`config.mk`:
```
export PLATFORM = sky130hd
export DESIGN_NAME = wb_arbiter
export DESIGN_NICKNAME = d
export VERILOG_FILES = /design/src/rtl/wb_arbiter_pkg.sv /design/src/rtl/wb_scoreboard.sv /design/src/rtl/wb_arbiter.sv
export SDC_FILE = /design/constraint.sdc
export NUM_CORES = 1
export LEC_CHECK = 0
export CORE_AREA = 5 5 105 107
export DETAILED_ROUTE_END_ITERATION = 16
export DIE_AREA = 0 0 110 112
export PLACE_DENSITY = 0.8
export SLEW_MARGIN = 15
export SYNTH_ARGS = -nofsm -noshare
export SYNTH_HDL_FRONTEND = slang
export SYNTH_SLANG_ARGS = --single-unit
```
`constraint.sdc`:
```
create_clock -name clk -period 2 [get_ports clk]
set_input_delay 0.4 -clock clk [delete_from_list [all_inputs] [get_ports clk]]
set_output_delay 0.4 -clock clk [all_outputs]
set_load 0.01 [all_outputs]
```
`src/rtl/wb_arbiter_pkg.sv`:
```
// Shared writeback constants and the result record passed between arbiter sources.
package wb_arbiter_pkg;
  localparam int XLEN           = 32;
  localparam int NREG           = 32;
  localparam int REG_AW         = $clog2(NREG);
  localparam int STARVE_MAX_DEF = 4;

  typedef struct packed {
    logic [REG_AW-1:0] rd;
    logic [XLEN-1:0]   wd;
  } wb_res_t;
endpackage

```
`src/rtl/wb_scoreboard.sv`:
```
// Pending-destination tracker for in-flight M-unit ops; x0 is never marked busy.
module wb_scoreboard
  import wb_arbiter_pkg::*;
(
  input  logic              clk,
  input  logic              rst,
  input  logic              set_en,
  input  logic [REG_AW-1:0] set_rd,
  input  logic              clr_en,
  input  logic [REG_AW-1:0] clr_rd,
  input  logic [REG_AW-1:0] q_a,
  input  logic [REG_AW-1:0] q_b,
  input  logic [REG_AW-1:0] q_c,
  output logic              hit_a,
  output logic              hit_b,
  output logic              hit_c,
  output logic [NREG-1:0]   busy
);
  // Set is written after clear so a same-cycle reissue keeps the register owned.
  always_ff @(posedge clk or negedge rst) begin
    if (!rst) begin
      busy <= '0;
    end else begin
      if (clr_en)                 busy[clr_rd] <= 1'b0;
      if (set_en && set_rd != '0) busy[set_rd] <= 1'b1;
    end
  end

  assign hit_a = busy[q_a];
  assign hit_b = busy[q_b];
  assign hit_c = busy[q_c];
endmodule

```
`src/rtl/wb_arbiter.sv`:
```
// Writeback arbiter: pipe vs M-unit with starvation guard, registered RF write port.
module wb_arbiter
  import wb_arbiter_pkg::*;
#(
  parameter int STARVE_MAX = STARVE_MAX_DEF
) (
  input  logic              clk,
  input  logic              rst,
  input  logic              pipe_valid,
  input  logic [REG_AW-1:0] pipe_rd,
  input  logic [XLEN-1:0]   pipe_wd,
  output logic              pipe_ready,
  input  logic              lu_valid,
  input  logic [REG_AW-1:0] lu_rd,
  input  logic [XLEN-1:0]   lu_wd,
  output logic              lu_ready,
  input  logic              iss_valid,
  input  logic [REG_AW-1:0] iss_rd,
  input  logic [REG_AW-1:0] q_rs1,
  input  logic [REG_AW-1:0] q_rs2,
  input  logic [REG_AW-1:0] q_rd,
  output logic              hz_stall,
  output logic              we,
  output logic [REG_AW-1:0] rd,
  output logic [XLEN-1:0]   wd
);
  localparam int WAIT_W = $clog2(STARVE_MAX + 1);

  logic [WAIT_W-1:0] wait_cnt;
  logic              starve, grant_lu, grant_pipe, grant;
  logic              hit1, hit2, hit3;
  logic [NREG-1:0]   busy;
  wb_res_t           pipe_res, lu_res, win;

  assign pipe_res   = '{rd: pipe_rd, wd: pipe_wd};
  assign lu_res     = '{rd: lu_rd, wd: lu_wd};

  // Pipe normally wins; the M-unit takes over once it has been refused STARVE_MAX times.
  assign starve     = (wait_cnt == WAIT_W'(STARVE_MAX));
  assign grant_lu   = lu_valid & (~pipe_valid | starve);
  assign grant_pipe = pipe_valid & ~grant_lu;
  assign grant      = grant_lu | grant_pipe;
  assign lu_ready   = grant_lu;
  assign pipe_ready = ~grant_lu;
  assign win        = grant_lu ? lu_res : pipe_res;

  always_ff @(posedge clk or negedge rst) begin
    if (!rst)                    wait_cnt <= '0;
    else if (!lu_valid || grant_lu) wait_cnt <= '0;
    else if (!starve)            wait_cnt <= wait_cnt + 1'b1;
  end

  // x0 results complete the handshake but never raise the write enable.
  always_ff @(posedge clk or negedge rst) begin
    if (!rst) begin
      we <= 1'b0;
      rd <= '0;
      wd <= '0;
    end else begin
      we <= grant & (win.rd != '0);
      if (grant) begin
        rd <= win.rd;
        wd <= win.wd;
      end
    end
  end

  wb_scoreboard u_sb (
    .clk    (clk),
    .rst    (rst),
    .set_en (iss_valid),
    .set_rd (iss_rd),
    .clr_en (grant_lu),
    .clr_rd (lu_rd),
    .q_a    (q_rs1),
    .q_b    (q_rs2),
    .q_c    (q_rd),
    .hit_a  (hit1),
    .hit_b  (hit2),
    .hit_c  (hit3),
    .busy   (busy)
  );

  assign hz_stall = hit1 | hit2 | hit3;

  a_iss_free: assert property (@(posedge clk) disable iff (!rst)
    (iss_valid && iss_rd != '0) |-> (!busy[iss_rd] || (grant_lu && lu_rd == iss_rd)));
  a_pipe_free: assert property (@(posedge clk) disable iff (!rst)
    grant_pipe |-> !busy[pipe_rd]);
  a_lu_owned: assert property (@(posedge clk) disable iff (!rst)
    (grant_lu && lu_rd != '0) |-> busy[lu_rd]);
endmodule

```
# == Word level (Yosys, flattened, before mapping) ==
# Index checks and enable logic that the tools add are counted.
# totals
romBits,0
reg_bits,73
input_bits,99
n_memories,0
word_cells,49
latch_bits,0
out_inout_bits,41
mem_bits_rw,0
# op_classes
div,0
eq_ne,2
magnitude_cmp,7
reduce_logical,7
muxes,15
n_bitwise,12
add_sub_neg,1
multipliers,0
n_shift,0
# ops
op,n
$mux W32,2
$mux W37,1
$and A32 B32 Y32,1
$not A32 Y32,1
$or A32 B32 Y32,1
$lt A5 B6 Y1 const B,5
$bmux W1 S5,3
$demux W1 S5,2
$ge A5 B1 Y1 const B,2
$reduce_bool A5 Y1,2
$mux W3,2
$mux W1,5
$or A1 B1 Y1,4
$add A3 B1 Y3 const B,1
$and A1 B1 Y1,3
$eq A3 B3 Y1 const B,1
$logic_and A1 B1 Y1,3
$ne A2 B1 Y1 const B,1
$not A1 Y1,2
$logic_not A1 Y1,1
$logic_or A1 B1 Y1,1

# == Longest topological paths before layout ==
# Gate-level depths: netlist of the first run.
# logic_depth
ltp_word,9
mapped_depth,9
depth_no_buf,8

# == Cells and area by module ==
# A second synthesis of the first run with hierarchy kept.
# hier_totals
cells_unflattened,416
hier_area_um2,4189.0
# modules_own_cells
module,instances,cells_each,area_each_um2,seq_area_each_um2
wb_scoreboard,1,247,2270.9,800.8
wb_arbiter,1,169,1918.1,1026.0

# == Worst setup path after synthesis of the first run ==
# OpenSTA, ideal clock, no wires.
# synth_path
path_kind,input to output
from,in q_rd[0]
to,out hz_stall
cell_stages,5
arrival_ps,1787
required_time_ps,1600
n_path_buf,1
slack_ps,-187
cell_sequence,buf_6 -> mux4_1 -> mux4_2 -> a21oi_1 -> nand4_1
# synth_between
elab_chain_cells,3
# synth_rtl
element,line,rtl
from (decl),wb_arbiter.sv:21,"input logic [REG_AW-1:0] q_rd,"
$bmux W1 S5,wb_scoreboard.sv:31,assign hit_c = busy[q_c];
$mux W1 (implied by the code),wb_scoreboard.sv:31,
$or A1 B1 Y1,wb_arbiter.sv:84,assign hz_stall = hit1 | hit2 | hit3;
to (decl),wb_arbiter.sv:22,"output logic hz_stall,"
# Every way passes these cells. The select of a mux whose other input is x is not followed.

# == Worst setup path after layout of the first run ==
# layout_path
from,reg u_sb.busy[24]
to,out hz_stall
# layout_between
elab_chain_cells,4
word_cells_on_any_way,8
cone_classes,mux (6); bitwise (2)
# layout_rtl
element,line,rtl
from (decl),wb_scoreboard.sv:17,output logic [NREG-1:0] busy
from (signal assigned),wb_scoreboard.sv:22,busy <= '0;
"from (signal, indexed assignment)",wb_scoreboard.sv:24,if (clr_en) busy[clr_rd] <= 1'b0;
"from (signal, indexed assignment)",wb_scoreboard.sv:25,if (set_en && set_rd != '0) busy[set_rd] <= 1'b1;
$bmux W1 S5 (on tied branches),"wb_scoreboard.sv:29, wb_scoreboard.sv:30",
$mux W1 (on tied branches),"wb_scoreboard.sv:29, wb_scoreboard.sv:30",
$or A1 B1 Y1,wb_arbiter.sv:84,
$or A1 B1 Y1 *,wb_arbiter.sv:84,
# Every way passes the cells marked *; elsewhere a longest branch is shown, timed or not. The select of a mux whose other input is x is not followed.

==> summary.md, run 1 <==
| Metric | Value |
|---|---|
| Status | `finished, violations left` |
| Failing checks | `setup timing` |
| Core area | `10000 um^2` |
| Fin Setup TNS | `-0.486 ns` |
| I/O pin total | `140` |
| Worst r2r path cells | `9` |
| Num CTS Buffers | `9` |
| DR vias | `3988` |
| Seq/Total Area, Yosys | `0.462` |
| Worst Max-Slew Pin Slew | `0.423 ns` |
| Syn Std Cell Area | `3950 um^2` |
| Setup crit end | `hz_stall` |
| Yosys warnings | `0` |
| Count of final setup violators | `1` |
| Die Span X | `110 um` |
| Count of different cell masters after synthesis | `39` |
| Reg-to-reg slack, setup | `0.15 ns` |
| Clock transition at path regs | `0.08 ns` |
| Pin count of the biggest net entering global routing | `74` |
| Max_cap viols | `0` |
| DR vias/cell | `5.52` |
| Initial antenna violation count | `0` |
| RR Startpoint | `wait_cnt[0]` |
| Number of global-route vias before repair | `4265` |
| Area delta synth->final | `55.4%` |
| Final Skew | `0.00846 ns` |
| # rows | `37` |
| Lkg Pwr | `2.64 nW` |
| # hold bufs at CTS | `0` |
| Top_reg_cell synth | `dfrtp_1` |
| First-pass GRT wire length | `21300 um` |
| First drt pass iteration count | `5` |
| Setup ws final | `-0.486 ns` |
| Layout cells sized above 1 | `0.201` |
| RSZ-0062 raised after global routing | `true` |
| Port Buf Inserts | `139` |
| Endpoint class of the critical path | `output port` |
| Final Hold Vio Count | `0` |
| Filler Cells Inserted | `836` |
| Peak supply drop | `0.443 mV` |
| Final GP Congestion | `0.942` |
| Mapped Nets | `486` |
| Grt ovf | `0` |
| Worst skew pair latency | `0.35 ns` |
| Clock root buffer | `clkbuf_8` |
| TritonCTS clock tree | `yes` |
| Rel. slew slack | `0.711` |
| Synth area leaders | `dfrtp_1, o21ai_0, mux4_2` |
| CTS Buffer Depth | `2` |
| Yosys top cell by area | `dfrtp_1` |
| Most frequent cells in the layout | `clkdlybuf4s50_1, nand2_1, dfrtp_1` |
| Worst-path fanout max | `2` |
| Nets | `682` |
| WL/cell | `18.4 um` |
| Placed wire-length estimate | `10400 um` |
| Worst hold path type | `input port to asynchronous set/reset pin` |
| Max Slew Vio Count | `0` |
| Reg-to-reg endpoint | `u_sb.busy[3]` |
| EDFF count, synth | `0` |
| Die area | `12300 um^2` |
| Final period util | `1.24` |
| Pwr dens | `731 nW/um^2` |
| GRT Util Overall | `0.224` |
| Ys async rst share | `1.00` |
| Clock Sinks | `73` |
| Placement Setup Slack | `-1.22 ns` |
| Tmin final | `2.49 ns` |
| DRT iter0 DRCs | `214` |
| Highest Clock Rate | `402 MHz` |
| Mean area per synthesized cell | `10.3 um^2` |
| Die height | `112 um` |
| Syn Inst Count | `385` |
| Htree depth | `3` |
| Critical Path Source Type | `flip-flop` |
| CP startpoint | `u_sb.busy[24]` |
| Starting Density | `0.393` |
| Number of diodes | `0` |
| Synth top area share | `0.462` |
| Antenna-violating nets left | `0` |
| Yosys reg bits | `73` |
| Req. time, crit path | `1.60 ns` |
| WS Path Type | `flip-flop to output port` |
| Data arrival, critical path | `2.09 ns` |
| Routed WL | `13300 um` |
| # DRC | `0` |
| Commonest non-fill, non-tap cell in the layout | `clkdlybuf4s50_1` |
[critical path, cell delays in order, from the launching register on]
cell,delay (ns)
dfrtp_1,0.40
mux4_2,0.46
mux4_2,0.49
a21oi_2,0.14
nand4_1,0.09
buf_2,0.15
[flip-flops by register name, summed over array words and instances (netlist names)]
signal / cells
rd: 5
u_sb.busy: 32
wait_cnt: 3
wd: 32
we: 1
[synthesized netlist by cell type, types with 2 or more instances]
cell	instances
or3b_2	4
o21ai_0	68
mux2_2	2
ha_1	2
nor3_1	4
nand3_1	6
or2_0	2
a211oi_1	2
mux2i_1	15
nor4_1	2
nor2_1	11
buf_6	2
mux4_2	13
nand2_1	76
nand3b_1	8
nand2b_1	6
a2111oi_0	3
inv_1	4
nor3b_1	3
mux4_1	7
or3_1	3
a22oi_1	32
dfrtp_1	73
nor2b_1	5
buf_2	3
clkbuf_1	16
[per-stage QoR]
step	util	instances	total power [mW]	hold slack (ns)	instance area, um^2
2_1_floorplan	-	385	2.47	0.104	3960
3_3_place_gp	0.587	700	3.29	0.459	5900
3_5_place_dp	0.587	700	3.35	0.467	5900
4_1_cts	0.607	719	4.50	0.0759	6100
5_1_grt	0.611	722	4.73	0.0761	6140
6_report	0.611	722	4.49	0.0542	6140
[final cells by class]
class,instances,area (um^2),share of cell area
Inverter,5,18.8,0.00306
Sequential cell,73,1830,0.297
Clock buffer,13,149,0.0242
Clock inverter,3,40.0,0.00652
Multi-Input combinational cell,286,2030,0.330
Timing Repair Buffer,206,1910,0.311
Tap cell,136,170,0.0277
[worst min-delay path by stage]
| stage | slack, ns | end | depth (start not counted) | startpoint |
|---|---|---|---|---|
| after global routing | 0.08 | wd[23] | 2 | rst |
| after global placement | 0.46 | wd[7] | 2 | rst |
| after detailed placement | 0.47 | wd[7] | 2 | rst |
| after floorplan | 0.10 | rd[0] | 0 | rst |
| after CTS | 0.08 | wd[7] | 2 | rst |
| final | 0.05 | wd[7] | 2 | rst |
[timing repair]
| action | in CTS | in global routing |
|---|---|---|
| buffers inserted | 3 | 3 |
| gates cloned | 0 | 0 |
| pin swaps | 6 | 4 |
| gates resized for setup | 25 | 11 |
| setup endpoints to repair | 4 | 16 |
[logic make-up (layout without fill, tap and decap cells)]
group / count (synthesis) / count (layout) / synth area share
AOI/OAI and AO/OA: 113 / 113 / 0.177
adders and majority gates: 2 / 2 / 0.00633
buffers and inverters: 26 / 227 / 0.0294
DFF: 73 / 73 / 0.462
muxes: 37 / 37 / 0.164
and+or+nand+nor: 134 / 134 / 0.161
[per-layer routing]
metal / routed length, um / track usage / vias up
met5: 0 / 0 / -
met4: 314 / 0.0798 / 0
met3: 1550 / 0.0846 / 27
met2: 6660 / 0.378 / 227
met1: 4750 / 0.256 / 1914
li1: - / - / 1820
[power breakdown]
group | internal (mW) | switching, mW | leakage (nW)
logic | 0.865 | 0.598 | 1.67
clock network | 0.608 | 0.530 | 0.0974
registers | 1.71 | 0.181 | 0.878
total | 3.18 | 1.31 | 2.64
Note: power is estimated with default switching activity, not from simulation.
==> inputs of run 2 (changes only) <==
--- a/config.mk
+++ b/config.mk
@@ -13,3 +13,4 @@
 export SYNTH_ARGS = -nofsm -noshare
 export SYNTH_HDL_FRONTEND = slang
 export SYNTH_SLANG_ARGS = --single-unit
+export TNS_END_PERCENT = 100
==> results of run 2 <==
No change in the layout: final DEF, timing and power equal those of run 1.
